===== src/rtl/rc4_phase_ctrl_if.sv =====
// Phase handshakes, client S-memory requests and the shared S-memory port of the
// RC4 phase sequencer.
interface rc4_phase_ctrl_if;
  // *_start are single-cycle pulses from the sequencer. *_finish is sampled only
  // while the matching phase is waiting; level or pulse both work. prga_bad is read
  // only in the cycle prga_finish is accepted.
  logic       init_start;
  logic       ksa_start;
  logic       prga_start;
  logic       init_finish;
  logic       ksa_finish;
  logic       prga_finish;
  logic       prga_bad;
  logic [7:0] init_addr;
  logic [7:0] init_data;
  logic       init_wen;
  logic [7:0] ksa_addr;
  logic [7:0] ksa_data;
  logic       ksa_wen;
  logic [7:0] prga_addr;
  logic [7:0] prga_data;
  logic       prga_wen;
  logic [7:0] s_addr;
  logic [7:0] s_data;
  logic       s_wen;

  modport master (
    output init_start, ksa_start, prga_start, s_addr, s_data, s_wen,
    input  init_finish, ksa_finish, prga_finish, prga_bad,
    input  init_addr, init_data, init_wen,
    input  ksa_addr, ksa_data, ksa_wen,
    input  prga_addr, prga_data, prga_wen
  );

  modport slave (
    input  init_start, ksa_start, prga_start, s_addr, s_data, s_wen,
    output init_finish, ksa_finish, prga_finish, prga_bad,
    output init_addr, init_data, init_wen,
    output ksa_addr, ksa_data, ksa_wen,
    output prga_addr, prga_data, prga_wen
  );
endinterface


===== src/rtl/rc4_phase_ctrl.sv =====
// Sequencer for one RC4 decryption run: init -> KSA -> PRGA per key, walking the key
// range on bad plaintext, and sole owner of the shared S-memory port.
module rc4_phase_ctrl #(
  parameter int                KEY_W     = 24,
  parameter logic [KEY_W-1:0]  KEY_START = 24'h000000,
  parameter logic [KEY_W-1:0]  KEY_MAX   = 24'h3FFFFF,
  parameter int                TIMEOUT   = 1024
) (
  input  logic                 clk,
  input  logic                 reset,
  input  logic                 start,
  rc4_phase_ctrl_if.master     bus,
  output logic [1:0]           sel,
  output logic [KEY_W-1:0]     key,
  output logic                 busy,
  output logic                 done,
  output logic                 fail,
  output logic                 err_timeout,
  output logic [3:0]           state_dbg
);

  localparam int CW = (TIMEOUT > 2) ? $clog2(TIMEOUT) : 1;

  localparam logic [1:0] SEL_NONE = 2'b00;
  localparam logic [1:0] SEL_INIT = 2'b01;
  localparam logic [1:0] SEL_KSA  = 2'b10;
  localparam logic [1:0] SEL_PRGA = 2'b11;

  typedef enum logic [3:0] {
    IDLE      = 4'd0,
    INIT_GO   = 4'd1,
    INIT_WAIT = 4'd2,
    KSA_GO    = 4'd3,
    KSA_WAIT  = 4'd4,
    PRGA_GO   = 4'd5,
    PRGA_WAIT = 4'd6,
    NEXT_KEY  = 4'd7,
    DONE      = 4'd8,
    FAIL      = 4'd9
  } state_t;

  state_t        state;
  logic          in_wait;
  logic [CW-1:0] wd_cnt;
  logic          wd_expired;

  assign state_dbg  = state;
  assign wd_expired = (wd_cnt == CW'(TIMEOUT - 1));

  always_ff @(posedge clk) begin
    if (reset) begin
      state           <= IDLE;
      key             <= KEY_START;
      sel             <= SEL_NONE;
      in_wait         <= 1'b0;
      wd_cnt          <= '0;
      busy            <= 1'b0;
      done            <= 1'b0;
      fail            <= 1'b0;
      err_timeout     <= 1'b0;
      bus.init_start  <= 1'b0;
      bus.ksa_start   <= 1'b0;
      bus.prga_start  <= 1'b0;
    end else begin
      bus.init_start <= 1'b0;
      bus.ksa_start  <= 1'b0;
      bus.prga_start <= 1'b0;
      case (state)
        IDLE, DONE, FAIL: begin
          if (start) begin
            state          <= INIT_GO;
            key            <= KEY_START;
            done           <= 1'b0;
            fail           <= 1'b0;
            err_timeout    <= 1'b0;
            busy           <= 1'b1;
            sel            <= SEL_INIT;
            bus.init_start <= 1'b1;
          end
        end
        INIT_GO: begin
          state   <= INIT_WAIT;
          in_wait <= 1'b1;
          wd_cnt  <= '0;
        end
        INIT_WAIT: begin
          // A finish on the expiry cycle still advances the run.
          if (bus.init_finish) begin
            state         <= KSA_GO;
            sel           <= SEL_KSA;
            in_wait       <= 1'b0;
            bus.ksa_start <= 1'b1;
          end else if (wd_expired) begin
            state       <= FAIL;
            sel         <= SEL_NONE;
            in_wait     <= 1'b0;
            busy        <= 1'b0;
            fail        <= 1'b1;
            err_timeout <= 1'b1;
          end else begin
            wd_cnt <= wd_cnt + CW'(1);
          end
        end
        KSA_GO: begin
          state   <= KSA_WAIT;
          in_wait <= 1'b1;
          wd_cnt  <= '0;
        end
        KSA_WAIT: begin
          if (bus.ksa_finish) begin
            state          <= PRGA_GO;
            sel            <= SEL_PRGA;
            in_wait        <= 1'b0;
            bus.prga_start <= 1'b1;
          end else if (wd_expired) begin
            state       <= FAIL;
            sel         <= SEL_NONE;
            in_wait     <= 1'b0;
            busy        <= 1'b0;
            fail        <= 1'b1;
            err_timeout <= 1'b1;
          end else begin
            wd_cnt <= wd_cnt + CW'(1);
          end
        end
        PRGA_GO: begin
          state   <= PRGA_WAIT;
          in_wait <= 1'b1;
          wd_cnt  <= '0;
        end
        PRGA_WAIT: begin
          if (bus.prga_finish) begin
            sel     <= SEL_NONE;
            in_wait <= 1'b0;
            if (!bus.prga_bad) begin
              state <= DONE;
              busy  <= 1'b0;
              done  <= 1'b1;
            end else if (key == KEY_MAX) begin
              state <= FAIL;
              busy  <= 1'b0;
              fail  <= 1'b1;
            end else begin
              state <= NEXT_KEY;
            end
          end else if (wd_expired) begin
            state       <= FAIL;
            sel         <= SEL_NONE;
            in_wait     <= 1'b0;
            busy        <= 1'b0;
            fail        <= 1'b1;
            err_timeout <= 1'b1;
          end else begin
            wd_cnt <= wd_cnt + CW'(1);
          end
        end
        NEXT_KEY: begin
          // Every key restarts from a freshly initialised S-memory.
          state          <= INIT_GO;
          key            <= key + KEY_W'(1);
          sel            <= SEL_INIT;
          bus.init_start <= 1'b1;
        end
        default: begin
          state   <= IDLE;
          sel     <= SEL_NONE;
          in_wait <= 1'b0;
          busy    <= 1'b0;
        end
      endcase
    end
  end

  // Writes pass only while the owning phase is waiting; GO cycles never write.
  always_comb begin
    bus.s_addr = 8'h00;
    bus.s_data = 8'h00;
    bus.s_wen  = 1'b0;
    case (sel)
      SEL_INIT: begin
        bus.s_addr = bus.init_addr;
        bus.s_data = bus.init_data;
        bus.s_wen  = in_wait & bus.init_wen;
      end
      SEL_KSA: begin
        bus.s_addr = bus.ksa_addr;
        bus.s_data = bus.ksa_data;
        bus.s_wen  = in_wait & bus.ksa_wen;
      end
      SEL_PRGA: begin
        bus.s_addr = bus.prga_addr;
        bus.s_data = bus.prga_data;
        bus.s_wen  = in_wait & bus.prga_wen;
      end
      default: begin
        bus.s_addr = 8'h00;
        bus.s_data = 8'h00;
        bus.s_wen  = 1'b0;
      end
    endcase
  end

endmodule


===== src/flat_wrapper.sv =====
// flat-port wrapper written by rule: the top's interface ports become plain ports
module rc4_phase_ctrl_flat 
#(
  parameter int                KEY_W     = 24,
  parameter logic [KEY_W-1:0]  KEY_START = 24'h000000,
  parameter logic [KEY_W-1:0]  KEY_MAX   = 24'h3FFFFF,
  parameter int                TIMEOUT   = 1024
)
  (clk, reset, start, sel, key, busy, done, fail, err_timeout, state_dbg, bus_init_start, bus_ksa_start, bus_prga_start, bus_s_addr, bus_s_data, bus_s_wen, bus_init_finish, bus_ksa_finish, bus_prga_finish, bus_prga_bad, bus_init_addr, bus_init_data, bus_init_wen, bus_ksa_addr, bus_ksa_data, bus_ksa_wen, bus_prga_addr, bus_prga_data, bus_prga_wen);
  rc4_phase_ctrl_if bus_i ();
  input  logic clk;
  input  logic reset;
  input  logic start;
  output logic [1:0] sel;
  output logic [KEY_W-1:0] key;
  output logic busy;
  output logic done;
  output logic fail;
  output logic err_timeout;
  output logic [3:0] state_dbg;
  output wire logic [$bits(bus_i.init_start)-1:0] bus_init_start;
  output wire logic [$bits(bus_i.ksa_start)-1:0] bus_ksa_start;
  output wire logic [$bits(bus_i.prga_start)-1:0] bus_prga_start;
  output wire logic [$bits(bus_i.s_addr)-1:0] bus_s_addr;
  output wire logic [$bits(bus_i.s_data)-1:0] bus_s_data;
  output wire logic [$bits(bus_i.s_wen)-1:0] bus_s_wen;
  input wire logic [$bits(bus_i.init_finish)-1:0] bus_init_finish;
  input wire logic [$bits(bus_i.ksa_finish)-1:0] bus_ksa_finish;
  input wire logic [$bits(bus_i.prga_finish)-1:0] bus_prga_finish;
  input wire logic [$bits(bus_i.prga_bad)-1:0] bus_prga_bad;
  input wire logic [$bits(bus_i.init_addr)-1:0] bus_init_addr;
  input wire logic [$bits(bus_i.init_data)-1:0] bus_init_data;
  input wire logic [$bits(bus_i.init_wen)-1:0] bus_init_wen;
  input wire logic [$bits(bus_i.ksa_addr)-1:0] bus_ksa_addr;
  input wire logic [$bits(bus_i.ksa_data)-1:0] bus_ksa_data;
  input wire logic [$bits(bus_i.ksa_wen)-1:0] bus_ksa_wen;
  input wire logic [$bits(bus_i.prga_addr)-1:0] bus_prga_addr;
  input wire logic [$bits(bus_i.prga_data)-1:0] bus_prga_data;
  input wire logic [$bits(bus_i.prga_wen)-1:0] bus_prga_wen;
  assign bus_init_start = bus_i.init_start;
  assign bus_ksa_start = bus_i.ksa_start;
  assign bus_prga_start = bus_i.prga_start;
  assign bus_s_addr = bus_i.s_addr;
  assign bus_s_data = bus_i.s_data;
  assign bus_s_wen = bus_i.s_wen;
  assign bus_i.init_finish = bus_init_finish;
  assign bus_i.ksa_finish = bus_ksa_finish;
  assign bus_i.prga_finish = bus_prga_finish;
  assign bus_i.prga_bad = bus_prga_bad;
  assign bus_i.init_addr = bus_init_addr;
  assign bus_i.init_data = bus_init_data;
  assign bus_i.init_wen = bus_init_wen;
  assign bus_i.ksa_addr = bus_ksa_addr;
  assign bus_i.ksa_data = bus_ksa_data;
  assign bus_i.ksa_wen = bus_ksa_wen;
  assign bus_i.prga_addr = bus_prga_addr;
  assign bus_i.prga_data = bus_prga_data;
  assign bus_i.prga_wen = bus_prga_wen;
  rc4_phase_ctrl #(.KEY_W(KEY_W), .KEY_START(KEY_START), .KEY_MAX(KEY_MAX), .TIMEOUT(TIMEOUT)) u_core (.clk(clk), .reset(reset), .start(start), .bus(bus_i), .sel(sel), .key(key), .busy(busy), .done(done), .fail(fail), .err_timeout(err_timeout), .state_dbg(state_dbg));
endmodule

===== config.mk =====
export PLATFORM = sky130hd
export DESIGN_NAME = rc4_phase_ctrl_flat
export DESIGN_NICKNAME = d
export VERILOG_FILES = /design/src/rtl/rc4_phase_ctrl_if.sv /design/src/rtl/rc4_phase_ctrl.sv /design/src/flat_wrapper.sv
export SDC_FILE = /design/constraint.sdc
export NUM_CORES = 1
export LEC_CHECK = 0
export CORE_MARGIN = 3
export CORE_UTILIZATION = 55
export CTS_CLUSTER_DIAMETER = 100
export DETAILED_ROUTE_END_ITERATION = 16
export DONT_BUFFER_PORTS = 1
export GPL_ROUTABILITY_DRIVEN = 0
export GPL_TIMING_DRIVEN = 0
export PLACE_DENSITY = 0.7
export SLEW_MARGIN = 20
export SYNTH_ARGS = -nofsm -noshare
export SYNTH_HDL_FRONTEND = slang
export SYNTH_SLANG_ARGS = --single-unit

===== constraint.sdc =====
create_clock -name clk -period 2.7 [get_ports clk]
set_clock_uncertainty 0.1 [all_clocks]
set_input_delay 0.675 -clock clk [delete_from_list [all_inputs] [get_ports clk]]
set_output_delay 0.675 -clock clk [all_outputs]
set_load 0.1 [all_outputs]

# [Word-level counts from Yosys, hierarchy flattened]
# Cells that the tools add are included.
[word_totals] register_bits=48 inputBits=58 out_inout_bits=54 wordCells=119
[op_classes] add_sub_neg=2 n_eq_ne=23 n_mux=57 n_bitwise=7 reduce_logical=18
[ops] op="one-hot mux 24 bit (2 select lines)" count=1
[ops] op="one-hot mux 8 bit (3 select lines)" count=2
[ops] op="2-to-1 mux 10 bit" count=4
[ops] op="one-hot mux 10 bit (4 select lines)" count=1
[ops] op="one-hot mux 4 bit (8 select lines)" count=1
[ops] op="2-to-1 mux 4 bit" count=7
[ops] op="2-to-1 mux 1 bit" count=27
[ops] op="adder 24 x 1 -> 24 bit, second input constant" count=1
[ops] op="== test 24 x 22 -> 1 bit, second input constant" count=1
[ops] op="2-to-1 mux 24 bit" count=1
[ops] op="== test 4 x 3 -> 1 bit, second input constant" count=4
[ops] op="!= test 2 bit, second input constant" count=6
[ops] op="one-hot mux 2 bit (6 select lines)" count=1
[ops] op="adder 10 x 1 -> 10 bit, second input constant" count=1
[ops] op="== test 10 bit, second input constant" count=1
[ops] op="2-to-1 mux 2 bit" count=5
[ops] op="one-hot mux 1 bit (5 select lines)" count=2
[ops] op="AND reduction 5 bit" count=2
[ops] op="== test 4 x 2 -> 1 bit, second input constant" count=2
[ops] op="== test 4 bit, second input constant" count=2
[ops] op="one-hot mux 1 bit (4 select lines)" count=2
[ops] op="AND reduction 4 bit" count=2
[ops] op="nonzero test 4 bit" count=2
[ops] op="OR reduction 4 bit" count=2
[ops] op="other kinds (16)" count=27

# [Depth between registers and ports, before layout]
# Gate-level depths: netlist of run 1.
[depth] depth_word=5 depth_mapped=8 ltp_nobuf=6

# [Worst setup path before layout of run 1]
# Ideal clock, no wire load.
[synth_timing] kind="reg-to-output" startpoint="register u_core.sel[0]" endpoint="output bus_s_wen" arrival_time_ns=2.948 required_ns=1.925 slack_ns=-1.023 path_stages_with_launch=5 cell_sequence="dfxtp_1 > clkbuf_1 > mux2_2 > a22oi_1 > nor2b_1"
[synth_via] elab_chain_cells=2 elab_cells_between_ends=4 classes_between="3 x eq/ne; 1 x mux"
[synth_rtl] element="from (decl)" line="rc4_phase_ctrl.sv:13" rtl="output logic [1:0] sel,"
[synth_rtl] element="from (signal assigned)" line="rc4_phase_ctrl.sv:54" rtl="sel <= SEL_NONE;"
[synth_rtl] element="from (signal assigned)" line="rc4_phase_ctrl.sv:77" rtl="sel <= SEL_INIT;"
[synth_rtl] element="from (signal assigned)" line="rc4_phase_ctrl.sv:90" rtl="sel <= SEL_KSA;"
[synth_rtl] element="== test 2 bit or == test 2 x 1 -> 1 bit (tied branches)" line="rc4_phase_ctrl.sv:179" rtl="case (sel)"
[synth_rtl] element="one-hot mux 1 bit (3 select lines) (*)" line="rc4_phase_ctrl.sv:179"
[synth_rtl] element="to (decl)" line="flat_wrapper.sv:26" rtl="output wire logic [$bits(bus_i.s_wen)-1:0] bus_s_wen;"
# Mark *: on every way between the ends. The rest lies on a longest branch, timed or not.

# [Worst setup path after layout of run 1]
[layout_timing] startpoint="register u_core.sel[0]" endpoint="output bus_s_addr[6]"
[layout_via] elab_chain_cells=2 elab_cells_between_ends=4 classes_between="3 x eq/ne; 1 x mux"
[layout_rtl] element="== test 2 bit or == test 2 x 1 -> 1 bit (tied branches)" line="rc4_phase_ctrl.sv:179"
[layout_rtl] element="one-hot mux 8 bit (3 select lines) (*)" line="rc4_phase_ctrl.sv:179"
[layout_rtl] element="to (decl)" line="flat_wrapper.sv:24" rtl="output wire logic [$bits(bus_i.s_addr)-1:0] bus_s_addr;"
# Marked as above.

==> results.ini, run 1 <==
[timing]
rsz0062_at_grt = true
setup_slack_ps = 12.2
fmax_ghz = 0.372
drv_slew = 0
setup_viol = 0
final_hold_viol_count = 0
timing.slew.headroom = 0.254
worstMarginPinSlew_ps = 1120
finalCriticalPeriod_ps = 2690
finalCritPeriodShare = 0.995

[clocking]
clk_transition_reported_paths_ps = 90
cts_root_buf = clkbuf_8
clockBufferDepth = 2
numCtsBuffers = 5
clock_latency_ps = 310
cts_tree = done
ctsHoldBuffers = 0
clock-sinks = 48
htreeDepth = 2

[synthesis]
synth_top_cell_area_share = 0.330
netlist_instances = 360
ys_ff_latch = 48
synth_ff_type = dfxtp_1
synth_cell_type_count = 56
synth.net_count = 420
yosys_warnings = 0
synth-edff-count = 0
yosys.area.top_type = dfxtp_1
synthTopCellsByArea = dfxtp_1 (33%), mux2_2 (8.5%), nor2_1 (5.6%), a22o_1 (5.4%), nand2_1 (4.6%)
async_reset_ff_frac = 0
synth_area_um2 = 2910
syn_avg_cell_area_um2 = 8.08
seq_area_frac_synth = 0.330

[pwr]
finalPower_mw = 2.71
swShare = 0.485
p_switching_mw = 1.31
p_seq_frac = 0.347
p_per_area_nw_per_um2 = 786
p_leak_nw = 1.24
power_frac_clock = 0.173
peakVddDrop_mv = 0.828
p_int_mw = 1.39
p_comb_frac = 0.480

[finish]
fin_area_um2 = 3450
synthToLayoutAreaGrowth_pct = 18.5
nNetsFinal = 434
layout_commonest_cell = nor2_1
drive_gt1_frac = 0.269
antenna_cells = 0
mostFrequentLayoutCells = nor2_1 (42), nand2_1 (36), dfxtp_1 (23)

[routing]
drc = 0
avgRoutedWirePerCell_um = 19.4
ant_nets = 0
vias = 2887
vias_per_cell = 6.53
first_pass_iters = 4
drtIter0Drc = 166
drt_wl_total_mm = 8.58

[worst_hold_path]
worstHoldStart = u_core.wd_cnt[5]
hold_path_class = flip-flop to flip-flop

[global_routing]
grt_max_degree = 16
grt_overflow = 0
grt_usage = 0.254
first_global_vias = 2754
grt_pass1_wl_mm = 13.0
antenna_found_initial = 0

[die]
core-area_um2 = 4910
floorplan.initialDensity = 0.592
dieArea_um2 = 6200
io-pin-count = 112
fp-row-count = 25
die_x_um = 78.7
die_h_um = 78.7

[worst_setup_path]
crit_fanout = 7
rr_startpoint = u_core.key[9]
end_kind = output port
criticalPathCategory = flip-flop to output port
crit_required_ps = 1920
setup.worst_path.start_class = flip-flop
crit_path_start = u_core.sel[0]
critPathArrivalTime_ps = 1910

[place]
dp_hpwl_mm = 5.68
pre_cts_slack_ps = -437
port_buffers = 0
placed_area_um2 = 3020

[run]
drv_cap = 0

[outcome]
status = finished, final reports clean

==> final timing paths <==
kind,slack (ps),cells after the start,endpoint
worst max-delay path,10,4,bus_s_addr[6]
worst min-delay path,380,2,u_core.wd_cnt[5]
worst max register to register,110,5,u_core.state_dbg[2]
worst min register to register,380,2,u_core.wd_cnt[5]
==> metrics by stage <==
stage	util	std cells	setup TNS, ps	hold WS, ps
2_1_floorplan	-	360	0	348
3_3_place_gp	0.615	427	-7630	365
3_5_place_dp	0.615	427	-8710	377
4_1_cts	0.681	439	0	389
5_1_grt	0.702	442	-41.7	423
6_report	0.702	442	0	384
==> power groups by stage <==
stage                     Clock [mW]  Combinational [mW]  Sequential [mW]
after floorplan                    0               0.922            0.945
after CTS                      0.471                1.17            0.941
after global placement             0                1.02            0.953
after detailed placement           0                1.02            0.953
after global routing           0.497                1.35            0.944
final                          0.469                1.30            0.940
==> cell families (layout without fill, tap and decap cells) <==
family                   after synthesis  count (layout)  share of synthesized area
AO/OA/AOI/OAI                         90              90                      0.222
XOR/XNOR                               5               5                     0.0151
adder cells (fa/ha/maj)                2               2                    0.00860
buffers and inverters                 26              41                     0.0422
flip-flops                            48              48                      0.330
multiplexers                          24              24                     0.0921
AND/OR/NAND/NOR                      165             165                      0.290
==> routing by layer <==
layer | GRT usage | up-vias | share of wire
li1 | - | 1374 | -
met1 | 0.325 | 1359 | 0.42
met2 | 0.419 | 130 | 0.48
met3 | 0.0658 | 24 | 0.073
met4 | 0.0734 | 0 | 0.026
met5 | 0 | - | 0
==> final cells by class <==
class / count / area (µm²)
Buffer: 21 / 160
Clock buffer: 6 / 82.6
Clock inverter: 2 / 13.8
Fill cell: 406 / 1470
Inverter: 5 / 18.8
Multi-Input combinational cell: 286 / 1990
Sequential cell: 48 / 1010
Tap cell: 67 / 83.8
Timing Repair Buffer: 7 / 82.6
==> critical path, cell delays in order, from the launching register on <==
cell	delay (ps)
dfxtp_4	560
clkbuf_16	230
buf_4	140
mux2_4	310
a22o_4	370
==> state kept, by name, indices dropped and copies added (netlist names) <==
register,flops
u_core.err_timeout,1
u_core.bus.prga_start,1
u_core.bus.init_start,1
u_core.busy,1
u_core.wd_cnt,10
u_core.fail,1
u_core.sel,2
u_core.done,1
u_core.bus.ksa_start,1
u_core.in_wait,1
u_core.state_dbg,4
u_core.key,24
==> what timing repair did <==
item	in CTS	in global routing
pin swaps	1	2
endpoints found under the setup margin	41	19
resized for setup	55	17
gates cloned	0	1
buffers inserted	4	2
==> cell usage after synthesis, drive strengths merged (7+ instances only) <==
cell type / n
o21a: 8
o21ai: 7
clkbuf: 14
and3: 10
nand3: 15
a21oi: 21
a22o: 18
nor4: 8
mux2: 22
nand2: 36
nand4: 13
nor2: 43
buf: 7
dfxtp: 48
Power figures use the tool's default switching activity.
==> inputs of run 2 (changes only) <==
clock period = 2.6 ns   (was 2.7 ns; I/O delays follow)
==> results.ini, run 2 (synthesized netlist as in run 1, its figures left out) <==
[clocking]
cts_tree = done
clockBufferDepth = 2  ; unchanged
htreeDepth = 2  ; unchanged
cts_root_buf = clkbuf_8
numCtsBuffers = 5  ; unchanged
ctsHoldBuffers = 0  ; unchanged
clock-sinks = 48  ; unchanged
clk_transition_reported_paths_ps = 90  ; about the same
clock_latency_ps = 300  ; about the same

[die]
die_x_um = 78.7  ; unchanged
dieArea_um2 = 6200  ; unchanged
core-area_um2 = 4910  ; unchanged
fp-row-count = 25  ; unchanged
die_h_um = 78.7  ; unchanged
floorplan.initialDensity = 0.592  ; unchanged
io-pin-count = 112  ; unchanged

[routing]
drc = 0  ; unchanged
first_pass_iters = 4  ; unchanged
drtIter0Drc = 138  ; -17%
vias = 2884  ; -0.10%
ant_nets = 0  ; unchanged
avgRoutedWirePerCell_um = 18.9  ; -2.8%
drt_wl_total_mm = 8.34  ; -2.8%
vias_per_cell = 6.52  ; -0.10%

[pwr]
p_leak_nw = 1.30  ; +5.2%
peakVddDrop_mv = 0.770  ; -6.9%
p_int_mw = 1.56  ; +12%
finalPower_mw = 2.92  ; +7.7%
p_per_area_nw_per_um2 = 819  ; +4.2%
p_comb_frac = 0.470  ; -0.010
p_switching_mw = 1.35  ; +2.8%
swShare = 0.464  ; -0.0218
p_seq_frac = 0.333  ; -0.014
power_frac_clock = 0.197  ; +0.024

[finish]
top_register = u_core.key
drive_gt1_frac = 0.285  ; +0.0160
largest_register_ffs = 24  ; unchanged
nNetsFinal = 434  ; unchanged
layout.core_utilization = 0.725  ; +0.0232
mostFrequentLayoutCells = nor2_1 (41), nand2_1 (36), a21oi_1 (21)
antenna_cells = 0  ; unchanged
fin_area_um2 = 3560  ; +3.3%
synthToLayoutAreaGrowth_pct = 22.4
fillers = 383  ; -5.7%
layout_commonest_cell = nor2_1

[global_routing]
antenna_found_initial = 0  ; unchanged
first_global_vias = 2788  ; +1.2%
grt_usage = 0.265  ; +0.0113
grt_pass1_wl_mm = 13.4  ; +2.6%
grt_max_degree = 16  ; unchanged
grt_overflow = 0  ; unchanged

[run]
drv_cap = 0  ; unchanged

[timing]
setup_viol = 4  ; +4
finalCritPeriodShare = 1.03
fmax_ghz = 0.375
hold_ws_ps = 393  ; +8.84 ps
rsz0062_at_grt = true
worstMarginPinSlew_ps = 1120  ; +3.57 ps
final_hold_viol_count = 0  ; unchanged
setup_slack_ps = -65.2  ; -77.4 ps
timing.slew.headroom = 0.252  ; -0.00238
finalCriticalPeriod_ps = 2670
drv_slew = 0  ; unchanged

[place]
dp_hpwl_mm = 5.74  ; +1.0%
placed_area_um2 = 3090  ; +2.2%
port_buffers = 0  ; unchanged

[worst_setup_path]
crit_fanout = 5  ; -2
setup.worst_path.start_class = flip-flop
end_kind = output port
criticalPathCategory = flip-flop to output port
critPathArrivalTime_ps = 1920  ; about the same
crit_required_ps = 1850  ; -70 ps

[outcome]
status = finished with violations
violations = negative setup slack

[worst_hold_path]
hold_path_class = primary input to flip-flop

run 2: per-stage QoR:
| stage | setup slack (ps) | std cells | TNS, ps |
|---|---|---|---|
| 6_report | -65.2 | 442 | -69.7 |
| 5_1_grt | -102 | 442 | -554 |
| 4_1_cts | -71.3 | 441 | -367 |
| 3_5_place_dp | -391 | 427 | -7850 |
| 3_3_place_gp | -348 | 427 | -6730 |
| 2_1_floorplan | -143 | 360 | -424 |
run 2: power groups by stage:
stage / sequential (mW) / clock [mW] / combinational, mW
after global placement: 0.992 / 0 / 1.10
final: 0.972 / 0.574 / 1.37
after floorplan: 0.983 / 0 / 1.00
after CTS: 0.976 / 0.578 / 1.37
after global routing: 0.977 / 0.617 / 1.43
after detailed placement: 0.992 / 0 / 1.10
run 2: final timing paths:
kind	start	to	slack, ps	depth (start not counted)
max	u_core.sel[0]	bus_s_wen	-70	5
min	bus_prga_finish	u_core.state_dbg[3]	390	2
max reg2reg	u_core.state_dbg[2]	u_core.fail	100	7
min reg2reg	u_core.wd_cnt[8]	u_core.wd_cnt[8]	400	2
run 2: routing by layer:
layer  track usage  vias up  wire length [µm]
li1              -     1378                 -
met1         0.299     1381              3340
met2         0.476      111              4210
met3        0.0771       14               640
met4        0.0874        0               149
met5             0        -                 0
run 2: layout make-up:
cell class,count,area (µm²),share of cell area
buffer,21,168,0.0471
clock buffer,6,82.6,0.0232
clock inverter,2,38.8,0.0109
inverter,5,18.8,0.00527
multi-input combinational,286,2060,0.579
sequential,48,1030,0.288
tap,67,83.8,0.0236
timing repair buffer,7,81.3,0.0228
run 2: what timing repair did:
| action | CTS | global route |
|---|---|---|
| setup buffers | 5 | 2 |
| resized for setup | 67 | 16 |
| pin swaps | 10 | 4 |
| gates cloned | 1 | 0 |
| endpoints found under the setup margin | 42 | 25 |
run 2: worst max-delay path, cell delays in order, from the launching register on:
cell and delay (ps):
dfxtp_4 560, clkbuf_16 230, buf_12 110, mux2_4 150, a22oi_2 60, nor2b_4 510
==> inputs of run 3 (changes only) <==
CORE_UTILIZATION = 34   (was 55)
PLACE_DENSITY = not set   (was 0.7)
clock period = 3.1 ns   (was 2.6 ns; I/O delays follow)
==> results.ini, run 3 (synthesized netlist as in run 1, its figures left out) <==
[die]
dieArea_um2 = 9700  ; +57%
fp-row-count = 33  ; +32%
die_x_um = 98.5  ; +25%
die_h_um = 98.5  ; +25%
core-area_um2 = 8260  ; +68%
floorplan.initialDensity = 0.352  ; -0.240
io-pin-count = 112  ; unchanged

[worst_setup_path]
setup.worst_path.start_class = flip-flop
end_kind = output port
path_buf_inv = 2  ; unchanged
r2r-end = u_core.state_dbg[2]
crit_slowest_cell = dfxtp_4
max_stage_delay_ps = 550  ; about the same
reg2reg_depth = 5  ; -2
rrSetupSlack_ps = 240  ; +140 ps
crit_top_cell = clkbuf_2
critPathArrivalTime_ps = 2060  ; +140 ps
crit_path_start = u_core.sel[1]
crit_fanout = 10  ; +5
criticalPathCategory = flip-flop to output port
crit_chain = clkbuf_2 > clkbuf_2 > a22o_2
crit_family = buffers and inverters
rr_startpoint = u_core.key[17]
crit_required_ps = 2220  ; +370 ps

[finish]
drive_gt1_frac = 0.221  ; -0.0646
largest_register_ffs = 24  ; unchanged
synthToLayoutAreaGrowth_pct = 14.1
mostFrequentLayoutCells = nor2_1 (42), nand2_1 (36), dfxtp_1 (34)
layout_commonest_cell = nor2_1
nNetsFinal = 426  ; -1.8%
antenna_cells = 0  ; unchanged
top_register = u_core.key
final_cells = 472  ; +6.8%

[worst_hold_path]
hold_depth = 2  ; unchanged
hold_path_class = flip-flop to flip-flop
worstHoldStart = u_core.wd_cnt[5]
hold_end = u_core.wd_cnt[5]

[pwr]
power_frac_clock = 0.239  ; +0.042
p_comb_frac = 0.411  ; -0.059
p_switching_mw = 1.10  ; -19%
p_int_mw = 1.24  ; -21%
p_per_area_nw_per_um2 = 704  ; -14%
swShare = 0.470  ; +0.00660
p_seq_frac = 0.350  ; +0.017
finalPower_mw = 2.34  ; -20%
peakVddDrop_mv = 0.492  ; -36%
p_leak_nw = 1.14  ; -12%

[timing]
finalCritPeriodShare = 0.948
hold_ws_ps = 394  ; +1.36 ps
setup_viol = 0  ; -4
final_hold_viol_count = 0  ; unchanged
fmax_ghz = 0.340
worstMarginPinSlew_ps = 1160  ; +38.8 ps
finalCriticalPeriod_ps = 2940
timing.slew.headroom = 0.226  ; -0.0259
drv_slew = 0  ; unchanged
rsz0062_at_grt = false

[routing]
wl_met3_um = 569  ; -11%
vias = 2788  ; -3.3%
first_pass_iters = 5  ; +1
ant_nets = 0  ; unchanged
routed-wl-met2_mm = 4.22  ; +0.17%
drc = 0  ; unchanged
avgRoutedWirePerCell_um = 17.5  ; -7.3%
vias_per_cell = 5.91  ; -9.5%
drtIter0Drc = 113  ; -18%
met1_length_mm = 3.44  ; +3.1%
top_layer = met4
drt_wl_total_mm = 8.25  ; -1.0%

[clocking]
numCtsBuffers = 5  ; unchanged
cts_root_buf = clkbuf_8
cts_tree = done
clk_transition_reported_paths_ps = 100  ; about the same
clockBufferDepth = 2  ; unchanged
htreeDepth = 2  ; unchanged
clock-sinks = 48  ; unchanged
clock_latency_ps = 310  ; about the same

[place]
dpl.cell_count = 465  ; +8.9%
dp_hpwl_mm = 6.20  ; +8.0%
port_buffers = 0  ; unchanged

[global_routing]
grt_usage = 0.167  ; -0.0977
antenna_found_initial = 0  ; unchanged
grt_max_degree = 17  ; +1
first_global_vias = 2757  ; -1.1%
grt_pass1_wl_mm = 13.6  ; +1.8%
grt_overflow = 0  ; unchanged

[run]
drv_cap = 0  ; unchanged

[outcome]
status = finished, final reports clean

==> run 3: cell type report <==
type / instances / area, µm²
plain buffers: 20 / 111
multi-input cells: 286 / 1930
well taps: 105 / 131
inverters: 5 / 18.8
flip-flops and latches: 48 / 983
fillers: 872 / 4940
clock inverters: 3 / 68.8
clock buffers: 5 / 68.8
==> run 3: per-layer routing <==
metal,up-vias,GRT usage
met5,-,0
met3,5,0.0495
met2,90,0.301
met1,1327,0.199
met4,0,0.0294
li1,1366,-
==> run 3: worst register-to-register path, cell delays in order, from the launching register on <==
cell     delay, ps
dfxtp_1       1100
nand4_1        250
nor4_1         670
a21o_1         260
o41ai_1        130
a22o_1         260
==> run 3: worst max path at each step <==
stage,end,cells after the start
floorplan,bus_s_wen,5
global placement,bus_s_addr[0],5
detailed placement,bus_s_addr[1],5
CTS,bus_s_addr[1],4
global route,u_core.key[16],5
finish,bus_s_data[3],3
==> run 3: what timing repair did <==
item	CTS	global route
pin swaps	0	0
gates resized for setup	29	14
endpoints found under the setup margin	25	21
hold buffers	0	0
endpoints found under the hold margin	0	0
buffers inserted	0	0
==> run 3: power by group through the flow <==
stage	Clock (mW)	Sequential, mW	Combinational, mW
finish	0.559	0.817	0.961
global route	0.590	0.822	1.02
CTS	0.563	0.819	0.966
detailed placement	0	0.829	0.898
global placement	0	0.829	0.887
floorplan	0	0.820	0.799
==> run 3: through the flow <==
step | setup TNS, ps | utilization | instance area [µm²] | setup WS (ps)
CTS | 0 | 0.400 | 3300 | 13.2
global route | 0 | 0.402 | 3320 | 45.6
global placement | -3300 | 0.370 | 3060 | -238
floorplan | -5.42 | - | 2930 | -5.42
detailed placement | -4150 | 0.370 | 3060 | -288
finish | 0 | 0.402 | 3320 | 162
